`config.mk`:
```
export PLATFORM = sky130hd
export DESIGN_NAME = if_fetch
export DESIGN_NICKNAME = d
export VERILOG_FILES = /design/src/rtl/if_fetch_pkg.sv /design/src/rtl/if_fetch.sv
export SDC_FILE = /design/constraint.sdc
export NUM_CORES = 1
export LEC_CHECK = 0
export ABC_AREA = 1
export CAP_MARGIN = 20
export CORE_MARGIN = 4
export CORE_UTILIZATION = 50
export CTS_CLUSTER_DIAMETER = 60
export DETAILED_ROUTE_END_ITERATION = 16
export HOLD_SLACK_MARGIN = 0.12
export PLACE_DENSITY = 0.95
export REMOVE_ABC_BUFFERS = 1
export SLEW_MARGIN = 20
export SYNTH_ARGS = -nofsm -noshare
export SYNTH_HDL_FRONTEND = slang
export SYNTH_SLANG_ARGS = --single-unit
```
`constraint.sdc`:
```
create_clock -name clk -period 5.1 [get_ports clk]
set_clock_uncertainty 0.1 [all_clocks]
set_input_delay 1.02 -clock clk [delete_from_list [all_inputs] [get_ports clk]]
set_output_delay 1.02 -clock clk [all_outputs]
set_load 0.05 [all_outputs]
```
`src/rtl/if_fetch_pkg.sv`:
```
// Shared fetch-stage definitions: widths, zero word and the fetch FSM state codes.
// Latency: n/a (types and constants only).
// Backpressure: n/a.
package if_fetch_pkg;

  localparam int ADDR_LEN = 32;
  localparam int INST_LEN = 32;   // four RAM bytes per instruction

  localparam logic [31:0] ZERO_WORD = 32'h0000_0000;

  typedef enum logic [1:0] {
    IF_IDLE     = 2'd0,
    IF_WAIT_GNT = 2'd1,
    IF_RD       = 2'd2,
    IF_HOLD     = 2'd3
  } if_state_e;

endpackage

```
`src/rtl/if_fetch.sv`:
```
// Instruction fetch: takes a PC, reads 4 bytes over the shared 8-bit RAM port, presents {inst, pc}.
// Latency: 6 cycles from PC accept to inst_valid_o with an immediate, unbroken grant.
// Backpressure: pc_stall_o high whenever busy; result held in HOLD until IF/ID takes it.
//
// Ports:
//   clk, rst_n            clock, asynchronous active-low reset
//   rdy                   global run enable (0 = pause; flush still acts)
//   pc_i, pc_valid_i      PC from the PC register
//   pc_stall_o            1 while a fetch is in flight or held (state != IDLE)
//   flush_i               abort current fetch, back to IDLE
//   mem_req_o, mem_gnt_i  RAM port request / grant from the arbiter
//   mem_addr_o, mem_din_i byte address out, read data back one cycle later
//   inst_o, inst_pc_o, inst_valid_o, id_stall_i   result handshake to IF/ID
module if_fetch
  import if_fetch_pkg::*;
#(
  parameter int ADDR_W = ADDR_LEN,
  parameter int INST_W = INST_LEN
) (
  input  logic              clk,
  input  logic              rst_n,
  input  logic              rdy,
  input  logic [ADDR_W-1:0] pc_i,
  input  logic              pc_valid_i,
  output logic              pc_stall_o,
  input  logic              flush_i,
  output logic              mem_req_o,
  input  logic              mem_gnt_i,
  output logic [ADDR_W-1:0] mem_addr_o,
  input  logic [7:0]        mem_din_i,
  output logic [INST_W-1:0] inst_o,
  output logic [ADDR_W-1:0] inst_pc_o,
  output logic              inst_valid_o,
  input  logic              id_stall_i
);

  if_state_e         state;
  logic [2:0]        cnt;       // 0..4: byte address offset / capture step
  logic [ADDR_W-1:0] pc_q;
  logic [INST_W-1:0] inst_q;
  logic              restart;   // a pause hit RD; the read data stream is stale
  logic [1:0]        byte_idx;

  // Data on mem_din_i at step cnt belongs to the address issued at cnt-1.
  // cnt=4 wraps to lane 3 in two bits.
  assign byte_idx   = cnt[1:0] - 2'd1;

  assign pc_stall_o = (state != IF_IDLE);
  assign mem_addr_o = (state == IF_RD) ? pc_q + ADDR_W'(cnt) : ADDR_W'(ZERO_WORD);
  assign inst_o     = inst_q;
  assign inst_pc_o  = pc_q;

  always_ff @(posedge clk or negedge rst_n) begin
    if (!rst_n) begin
      state        <= IF_IDLE;
      cnt          <= 3'd0;
      pc_q         <= '0;
      inst_q       <= '0;
      mem_req_o    <= 1'b0;
      inst_valid_o <= 1'b0;
      restart      <= 1'b0;
    end else if (flush_i) begin
      // Redirect wins over everything, including a pause.
      state        <= IF_IDLE;
      cnt          <= 3'd0;
      inst_q       <= '0;
      mem_req_o    <= 1'b0;
      inst_valid_o <= 1'b0;
      restart      <= 1'b0;
    end else if (!rdy) begin
      // Freeze; a read in progress cannot be trusted after the pause.
      if (state == IF_RD) restart <= 1'b1;
    end else begin
      case (state)
        IF_IDLE: begin
          if (pc_valid_i) begin
            pc_q      <= pc_i;
            mem_req_o <= 1'b1;
            state     <= IF_WAIT_GNT;
          end
        end
        IF_WAIT_GNT: begin
          if (mem_gnt_i) begin
            cnt   <= 3'd0;
            state <= IF_RD;
          end
        end
        IF_RD: begin
          if (!mem_gnt_i) begin
            // Lost the port: keep requesting, refetch from byte 0.
            cnt     <= 3'd0;
            restart <= 1'b0;
            state   <= IF_WAIT_GNT;
          end else if (restart) begin
            cnt     <= 3'd0;
            restart <= 1'b0;
          end else begin
            if (cnt != 3'd0) inst_q[{byte_idx, 3'b000} +: 8] <= mem_din_i;
            if (cnt == 3'd4) begin
              cnt          <= 3'd0;
              mem_req_o    <= 1'b0;
              inst_valid_o <= 1'b1;
              state        <= IF_HOLD;
            end else begin
              cnt <= cnt + 3'd1;
            end
          end
        end
        IF_HOLD: begin
          // Back to IDLE only; the next PC is taken a cycle later.
          if (!id_stall_i) begin
            inst_valid_o <= 1'b0;
            state        <= IF_IDLE;
          end
        end
        default: state <= IF_IDLE;
      endcase
    end
  end

endmodule

```
==> results.md, run 1 <==
* Outcome: completed
* Via count at 4708
* Routed wl met3 at 1.35 mm
* # Max-Cap Violations at 0
* Layout area overhead at 41.3%
* Total global-route track usage at 26.7%
* Hold depth at 2
* Final setup viols at 0
* Data arrival, critical path at 3.46 ns
* Non-filler cells, final at 859
* Hpwl dp at 9.90 mm
* Cell Chain, Critical Path: ha_1 > inv_1 > fa_1 > inv_1 > nand2_1 > nand2_1 > nand2_1 > nor2_1 > nand2_1 > nand2_1 > nand2_1 > nor2_1 > clkdlybuf4s50_1
* Leakage power at 2.78 nW
* Reg-to-reg startpoint: cnt[0]
* Metal2 WL at 6.41 mm
* NetSw at 1.75 mW
* CP dominant cell by count: nand2_1
* Clock power frac at 15.3%
* R2r endpoint: inst_o[8]
* Vias in the first global route at 4583
* Comb pwr share at 56.4%
* CORE AREA at 8300 sq um
* Hold crit path type: reg -> reg
* Synth warnings at 0
* Clk slew on worst S/H paths at 0.08 ns
* Flop pwr share at 28.4%
* FF+latch area at 1800 sq um
* Max Slew Vio Count at 0
* Synthesized flop and latch total at 72
* Distinct cells, synth at 25
* Syn avg cell area at 7.11 sq um
* Synth Instances at 605
* PD cells at 555 nW/um^2
* Initial DRT Pass Iterations at 4
* CP max stage cell: clkdlybuf4s50_1
* Post-route DRC violation count at 0
* Post-synth EDFFs at 0
* CTS sink cnt at 72
* RD Place Congestion at 0.957
* Int Pwr at 1.63 mW
* Setup CP Type: reg -> out
* Relative slew slack at 51.9%
* Multi-input logic area at 2260 sq um
* TNS Setup at 0 ns
* Slowest stage delay, CP at 0.81 ns
* Core Util, Final at 73.3%
* Sequential area share after synthesis at 41.9%
* Resize count post-CTS at 0
* Via/cell ratio at 5.48
* Top Layer Used: met4
* ANT nets after route at 0
* Final period utilization at 89.8%
* H-Tree Depth at 3
* Die area at 10200 sq um
* Final Hold Viols at 0
* CP startpoint: cnt[0]
* Clock Path Buffers at 2
* WHS at 0.374 ns
* Die W at 101 um
* R2r worst-path depth at 8
* Clk root buf: clkbuf_8
* Met1 wire length at 5.13 mm
* Detailed Route Iter0 Violations at 263
* Die outline height at 101 um
* Most common cell after layout, fill and taps aside: nand2_1
* Final WL at 13.3 mm
* Final min period at 4.58 ns
* Most frequent cells in the layout: 180 x nand2_1, 144 x clkdlybuf4s50_1, 108 x nor2_1, 72 x dfrtp_1, 60 x nand3_1
* Max IR drop VDD at 0.000249 V
* Async S/R FF share, synth at 100%
* CTS tree: yes
* CTS Buf Count at 9
* I/O pin cnt at 146
* Worst hold path startpoint: inst_o[0]
* Critical Path Start Type: flop
* WL per Instance at 15.5 um
* Initial core utilization at 51.9%
* Least-Margin Pin Slew at 0.720 ns
* Diodes inserted at 0
* Main synth FF type: dfrtp_1
* Port Buffer Count at 145
* Clk Latency, worst-skew pair at 0.35 ns
* Sw Share at 51.8%
* Rows at 33
* Fillers at 599
* Critical path's top delay family: simple AND/OR/NAND/NOR gates
* Share of cells above drive strength 1 at 6.50%
* # hold bufs at CTS at 0
* CP bufs+invs at 3
* Placed Cells at 843
* Post-CTS setup buffers at 0
* Critical Path Sink Type: primary output
* Hold EP: inst_o[0]
* Largest net degree at the start of global routing at 47
* RSZ-0062 raised after global routing: false
* Crit Path Max Fanout at 9
* Fmax at 0.218 GHz
* WP data required at 3.98 ns
* Reg-to-reg setup timing slack at 2.32 ns
* Final nets at 806
* Initial antenna violation count at 0
* First-pass GRT wire length at 21.6 mm
* Gr ovfl total at 0
* Synth Cell Area at 4300 sq um
==> Yosys cell counts (all sizes together), types with 3 or more instances <==
| master | count | share of area, % |
|---|---|---|
| a21oi | 30 | 3.5 |
| buf | 8 | 0.84 |
| clkbuf | 5 | 0.44 |
| dfrtp | 72 | 42 |
| ha | 8 | 2.3 |
| inv | 47 | 4.1 |
| mux2 | 19 | 5.0 |
| nand2 | 187 | 17 |
| nand3 | 60 | 7.0 |
| nand4 | 4 | 0.93 |
| nor2 | 109 | 9.7 |
| nor3 | 29 | 3.6 |
| o21ai | 18 | 2.1 |
| xnor2 | 3 | 0.61 |
==> worst max path at each step <==
stage / slack, ns / endpoint / cells after the start
4_1_cts: 0.51 / mem_addr_o[28] / 13
3_3_place_gp: 1.02 / mem_addr_o[28] / 13
2_1_floorplan: 1.13 / mem_addr_o[8] / 10
5_1_grt: 0.23 / mem_addr_o[12] / 11
6_report: 0.52 / mem_addr_o[28] / 13
3_5_place_dp: 0.91 / mem_addr_o[28] / 13
==> worst min-delay path, cell delays in order, from the launching register on <==
cell and delay [ns]:
dfrtp_1 0.34, nand2_1 0.05, nand2_1 0.05
==> final cells by class <==
class | count | share of cell area [%]
clock inverter | 5 | 1.34
clock buffer | 10 | 2.26
inverter | 49 | 3.02
sequential | 72 | 29.6
timing repair buffer | 147 | 24.4
multi-input combinational | 471 | 37.2
tap | 105 | 2.16
==> routing by layer <==
metal  global-route usage [%]  vias to the layer above
li1                         -                     2243
met1                     33.7                     2147
met2                     44.9                      277
met3                     5.40                       41
met4                     10.6                        0
met5                        0                        -
==> power groups by stage <==
| stage | Clock (mW) | Sequential, mW | Combinational, mW |
|---|---|---|---|
| 6_report | 0.515 | 0.957 | 1.90 |
| 3_3_place_gp | 0 | 0.952 | 1.87 |
| 2_1_floorplan | 0 | 1.41 | 0.774 |
| 4_1_cts | 0.518 | 0.952 | 1.90 |
| 3_5_place_dp | 0 | 0.961 | 1.90 |
| 5_1_grt | 0.543 | 0.982 | 2.02 |
==> flip-flops by register name (all words and copies together) (netlist names) <==
register      count
cnt               3
inst_valid_o      1
inst_o           32
inst_pc_o        32
mem_req_o         1
restart           1
state             2
==> metrics by stage <==
step / instance area (sq um) / total power, mW / worst slack, ns
2_1_floorplan: 4250 / 2.18 / 1.13
3_3_place_gp: 5830 / 2.82 / 1.02
3_5_place_dp: 5830 / 2.86 / 0.912
4_1_cts: 6050 / 3.37 / 0.510
5_1_grt: 6080 / 3.54 / 0.234
6_report: 6080 / 3.37 / 0.519
==> cells by family (layout without fill, tap and decap cells) <==
| kind of cell | Yosys count | after routing | share of synthesized area (%) |
|---|---|---|---|
| simple gates | 392 | 392 | 38.6 |
| flops | 72 | 72 | 41.9 |
| buf+inv | 62 | 211 | 5.55 |
| compound gates | 48 | 48 | 5.58 |
| mux | 19 | 19 | 4.97 |
| fa+ha+maj | 9 | 9 | 2.79 |
| xor+xnor | 3 | 3 | 0.611 |
Note: power is estimated with default switching activity, not from simulation.
==> run 2, diff against run 1 <==
--- a/config.mk
+++ b/config.mk
@@ -11,6 +11,7 @@
 export CORE_UTILIZATION = 50
 export CTS_CLUSTER_DIAMETER = 60
 export DETAILED_ROUTE_END_ITERATION = 16
+export GPL_TIMING_DRIVEN = 0
 export HOLD_SLACK_MARGIN = 0.12
 export PLACE_DENSITY = 0.95
 export REMOVE_ABC_BUFFERS = 1
==> results.md, run 2 (synthesis results as in run 1) <==
* I/O pin cnt at 146 (unchanged)
* Diodes inserted at 0 (unchanged)
* Max Slew Vio Count at 0 (unchanged)
* Placed Area at 5860 sq um (+0.39%)
* Most common cell after layout, fill and taps aside: nand2_1
* Die outline height at 101 um (unchanged)
* ANT nets after route at 0 (unchanged)
* Detailed Route Iter0 Violations at 247 (-6.1%)
* Final min period at 4.65 ns (+0.0703 ns)
* Critical Path Sink Type: primary output
* Worst hold path startpoint: inst_o[4]
* Port Buffer Count at 145 (unchanged)
* TNS Setup at 0 ns (unchanged)
* Post-route DRC violation count at 0 (unchanged)
* Final setup viols at 0 (unchanged)
* Clk slew on worst S/H paths at 0.08 ns (about the same)
* Comb pwr share at 58.2% (+1.8 points)
* CTS tree: yes
* Multi-input logic area at 2260 sq um (unchanged)
* Leakage power at 2.75 nW (-0.95%)
* Hpwl dp at 10.3 mm (+3.8%)
* WHS at 0.378 ns (+0.00429 ns)
* CP startpoint: cnt[0]
* Clock power frac at 12.2% (-3.1 points)
* Final WL at 13.5 mm (+2.0%)
* Layout area overhead at 39.9%
* Reg-to-reg startpoint: cnt[0]
* H-Tree Depth at 3 (unchanged)
* Most frequent cells in the layout: 180 x nand2_1, 144 x clkdlybuf4s50_1, 108 x nor2_1, 72 x dfrtp_1, 60 x nand3_1
* CTS Buf Count at 9 (unchanged)
* Outcome: completed
* PD cells at 543 nW/um^2 (-2.2%)
* # hold bufs at CTS at 0 (unchanged)
* Flop pwr share at 29.6% (+1.2 points)
* WP data required at 3.98 ns (about the same)
* Largest net degree at the start of global routing at 47 (unchanged)
* Share of cells above drive strength 1 at 6.37% (-0.13 points)
* WL per Instance at 15.8 um (+2.0%)
* CP max stage cell: clkdlybuf4s50_1
* CORE AREA at 8300 sq um (unchanged)
* Final Hold Viols at 0 (unchanged)
* Initial core utilization at 51.9% (unchanged)
* Sw Share at 53.7% (+1.9 points)
* Die W at 101 um (unchanged)
* Fillers at 612 (+2.2%)
* CP dominant cell by count: nand2_1
* Setup CP Type: reg -> out
* RD Place Congestion at 0.941 (-1.6%)
* Rows at 33 (unchanged)
* Max IR drop VDD at 0.000283 V (+14%)
* Design Power at 3.27 mW (-3.2%)
* Clk Latency, worst-skew pair at 0.35 ns (about the same)
* FF+latch area at 1800 sq um (unchanged)
* Cell Chain, Critical Path: ha_1 > inv_1 > fa_1 > inv_1 > nand2_1 > nand2_1 > nand2_1 > nor2_1 > o21ai_0 > a21oi_1 > clkdlybuf4s50_1
* Finished Cell Area at 6020 sq um (-0.99%)
* CTS sink cnt at 72 (unchanged)
* RSZ-0062 raised after global routing: false
* Gr ovfl total at 0 (unchanged)
* Resize count post-CTS at 0 (unchanged)
* Critical Path Start Type: flop
* Vias in the first global route at 4720 (+3.0%)
* NetSw at 1.75 mW (+0.35%)
* Via count at 4803 (+2.0%)
* Fmax at 0.215 GHz (-1.5%)
* Initial antenna violation count at 0 (unchanged)
* Die area at 10200 sq um (unchanged)
* Final nets at 805 (-0.12%)
* Final period utilization at 91.2% (+1.4 points)
* Post-CTS setup buffers at 0 (unchanged)
* Clock Path Buffers at 2 (unchanged)
* Hold crit path type: reg -> reg
* First-pass GRT wire length at 21.7 mm (+0.73%)
* Via/cell ratio at 5.59 (+2.0%)
* Least-Margin Pin Slew at 0.714 ns (-0.00571 ns)
* Relative slew slack at 52.3% (+0.38 points)
* Clk root buf: clkbuf_8
* Int Pwr at 1.51 mW (-7.0%)
* Total global-route track usage at 26.6% (-0.085 points)
* Initial DRT Pass Iterations at 5 (+1)
* Slowest stage delay, CP at 0.84 ns (+0.03 ns)
* Crit Path Max Fanout at 9 (unchanged)
* # Max-Cap Violations at 0 (unchanged)
* Data arrival, critical path at 3.53 ns (+0.07 ns)
-- run 2: metal layers --
layer  part of all wire, %  routed length, um  global-route usage, %
met1                    37               5050                   31.9
met2                    49               6570                   45.7
met3                    11               1460                   5.40
met4                   3.3                453                   12.3
met5                     0                  0                      0
-- run 2: path summary, 6_finish.rpt --
check / slack (ns) / end / cells after the start
max in group asynchronous: 3.86 / inst_o[28] / 2
min: 0.38 / inst_o[4] / 2
max: 0.45 / mem_addr_o[12] / 11
min reg2reg: 0.38 / inst_o[4] / 2
max reg2reg: 2.34 / inst_o[13] / 7
min in group asynchronous: 0.48 / inst_pc_o[6] / 1
-- run 2: layout make-up --
cell class | count | area share, %
multi-input cells | 471 | 37.6
flip-flops and latches | 72 | 29.9
repair buffers | 146 | 24.5
inverters | 49 | 3.05
well taps | 105 | 2.18
clock buffers | 10 | 2.12
clock inverters | 6 | 0.603
-- run 2: power groups by stage --
stage | combinational [mW] | sequential, mW | clock (mW)
6_report | 1.90 | 0.966 | 0.398
5_1_grt | 2.01 | 0.987 | 0.431
4_1_cts | 1.90 | 0.957 | 0.402
3_5_place_dp | 1.90 | 0.968 | 0
3_3_place_gp | 1.86 | 0.951 | 0
2_1_floorplan | 0.774 | 1.41 | 0
-- run 2: worst max-delay path, delay by kind of cell (launching register included) --
family,cells,cell delay (ns)
flip-flops,1,0.53
adder cells (fa/ha/maj),2,0.61
AO/OA/AOI/OAI,2,0.40
buffers and inverters,3,0.98
AND/OR/NAND/NOR,4,0.67
-- run 2: metrics by stage --
step	setup slack (ns)	cells	utilization, %
2_1_floorplan	1.13	592	-
3_3_place_gp	0.481	842	70.3
3_5_place_dp	0.946	843	70.6
4_1_cts	0.551	859	72.5
5_1_grt	0.248	859	72.5
6_report	0.449	859	72.5
==> run 3, diff against run 2 <==
--- a/config.mk
+++ b/config.mk
@@ -7,7 +7,6 @@
 export LEC_CHECK = 0
 export ABC_AREA = 1
 export CAP_MARGIN = 20
-export CORE_MARGIN = 4
 export CORE_UTILIZATION = 50
 export CTS_CLUSTER_DIAMETER = 60
 export DETAILED_ROUTE_END_ITERATION = 16
==> results.md, run 3 (synthesis results as in run 1) <==
* Critical path's top delay family: buffers and inverters
* Layout area overhead at 40.4%
* Critical Path Sink Type: primary output
* RSZ-0062 raised after global routing: false
* Final Hold Viols at 0 (unchanged)
* Max Slew Vio Count at 0 (unchanged)
* CTS tree: yes
* Die W at 94.8 um (-6.0%)
* Worst hold path startpoint: inst_o[6]
* Hpwl dp at 9.86 mm (-4.0%)
* Final nets at 805 (unchanged)
* Data arrival, critical path at 3.52 ns (about the same)
* Die area at 8980 sq um (-12%)
* Setup CP Type: reg -> out
* Reg-to-reg setup timing slack at 2.38 ns (+0.04 ns)
* Share of cells above drive strength 1 at 6.50% (+0.13 points)
* Least-Margin Pin Slew at 0.741 ns (+0.0266 ns)
* Hold EP: inst_o[6]
* TNS Setup at 0 ns (unchanged)
* Max IR drop VDD at 0.000251 V (-12%)
* WP data required at 3.98 ns (about the same)
* # hold bufs at CTS at 0 (unchanged)
* RD Place Congestion at 0.926 (-1.6%)
* Finished Cell Area at 6040 sq um (+0.39%)
* Relative slew slack at 50.5% (-1.8 points)
* Largest net degree at the start of global routing at 51 (+8.5%)
* Initial DRT Pass Iterations at 5 (unchanged)
* Most common cell after layout, fill and taps aside: nand2_1
* Final min period at 4.64 ns (-0.00634 ns)
* CP bufs+invs at 3 (unchanged)
* Clk Latency, worst-skew pair at 0.36 ns (about the same)
* Comb pwr share at 57.8% (-0.4 points)
* Final period utilization at 91.1% (-0.12 points)
* Gr ovfl total at 0 (unchanged)
* Clock power frac at 13.2% (+1.0 points)
* R2r endpoint: inst_o[10]
* Non-filler cells, final at 859 (unchanged)
* CTS sink cnt at 72 (unchanged)
* Slowest stage delay, CP at 0.86 ns (+0.02 ns)
* WL per Instance at 15.4 um (-2.5%)
* Port Buffer Count at 145 (unchanged)
* Clock Path Buffers at 2 (unchanged)
* Hold crit path type: reg -> reg
* Initial core utilization at 52.1% (+0.26 points)
* Initial antenna violation count at 0 (unchanged)
* WHS at 0.381 ns (+0.00311 ns)
* Int Pwr at 1.54 mW (+1.5%)
* I/O pin cnt at 146 (unchanged)
* Critical Path Start Type: flop
* Final WL at 13.2 mm (-2.5%)
* Crit Path Max Fanout at 9 (unchanged)
* ANT nets after route at 0 (unchanged)
* Hold depth at 2 (unchanged)
* Reg-to-reg startpoint: cnt[0]
* CORE AREA at 8260 sq um (-0.50%)
* Post-CTS setup buffers at 0 (unchanged)
* Final setup viols at 0 (unchanged)
* Outcome: completed
* Flop pwr share at 29.0% (-0.6 points)
* Cell Chain, Critical Path: ha_1 > inv_1 > fa_1 > inv_1 > nand2_1 > nand2_1 > nand2_1 > nor2_1 > o21ai_0 > a21oi_1 > clkdlybuf4s50_1
* Placed Cells at 843 (unchanged)
* Diodes inserted at 0 (unchanged)
* Die outline height at 94.8 um (-6.0%)
* Via/cell ratio at 5.50 (-1.7%)
* PD cells at 547 nW/um^2 (+0.75%)
* Via count at 4723 (-1.7%)
* Vias in the first global route at 4538 (-3.9%)
* Resize count post-CTS at 0 (unchanged)
* Total global-route track usage at 30.4% (+3.8 points)
* Placed Area at 5860 sq um (unchanged)
* Rows at 33 (unchanged)
* CP dominant cell by count: nand2_1
* Fmax at 0.215 GHz (+0.14%)
* Post-route DRC violation count at 0 (unchanged)
* Detailed Route Iter0 Violations at 314 (+27%)
* Clk slew on worst S/H paths at 0.09 ns (about the same)
* NetSw at 1.77 mW (+0.88%)
* Most frequent cells in the layout: 180 x nand2_1, 144 x clkdlybuf4s50_1, 108 x nor2_1, 72 x dfrtp_1, 60 x nand3_1
* # Max-Cap Violations at 0 (unchanged)
* First-pass GRT wire length at 20.9 mm (-4.1%)
* H-Tree Depth at 3 (unchanged)
* Leakage power at 2.76 nW (+0.15%)
* Sw Share at 53.5% (-0.14 points)
* R2r worst-path depth at 8 (+1)
* CTS Buf Count at 9 (unchanged)
* CP max stage cell: clkdlybuf4s50_1
* Clk root buf: clkbuf_8
run 3: changes by cell type in the layout (fill, tap and decap cells not counted):
| cell | change |
|---|---|
| clkinv_2 | -4 |
| inv_6 | +3 |
| clkbuf_1 | -1 |
| clkbuf_8 | +1 |
| clkinvlp_4 | +1 |
run 3: worst max path at each step:
stage | startpoint | cells after the start | to | slack (ns)
final | cnt[0] | 11 | mem_addr_o[12] | 0.46
after floorplan | inst_pc_o[0] | 10 | mem_addr_o[8] | 1.13
after detailed placement | cnt[0] | 11 | mem_addr_o[12] | 0.88
after global routing | cnt[0] | 11 | mem_addr_o[12] | 0.22
after global placement | rst_n | 1 | inst_o[16] | 0.56
after CTS | cnt[0] | 11 | mem_addr_o[12] | 0.47
run 3: cell type report:
type / instances / area (sq um)
multi-input combinational: 471 / 2260
clock buffer: 10 / 138
inverter: 49 / 184
clock inverter: 6 / 50.0
timing repair buffer: 146 / 1480
tap: 105 / 131
sequential: 72 / 1800
fill: 632 / 2210
run 3: power groups by stage:
stage          logic (mW)  clock network (mW)  registers, mW
5_1_grt              2.03               0.474          0.975
3_3_place_gp         1.85                   0          0.950
4_1_cts              1.91               0.448          0.950
6_report             1.91               0.437          0.959
3_5_place_dp         1.90                   0          0.962
2_1_floorplan       0.774                   0           1.41
run 3: metrics by stage:
step           power [mW]  util (%)  setup slack [ns]
5_1_grt              3.48      73.2             0.224
3_5_place_dp         2.86      70.9             0.885
6_report             3.30      73.2             0.455
2_1_floorplan        2.18         -              1.13
4_1_cts              3.31      73.2             0.474
3_3_place_gp         2.80      70.6             0.562
run 3: worst min-delay path: stages, from the launching register on:
cell and delay (ns):
dfrtp_1 0.35, nand2_1 0.06, nand2_1 0.05
run 3: routing by layer:
layer	global-route usage [%]	up-vias	routed length, um
met4	14.5	0	511
met1	34.2	2170	5050
met3	7.57	55	1080
met5	0	-	0
met2	53.5	258	6550
li1	-	2240	-
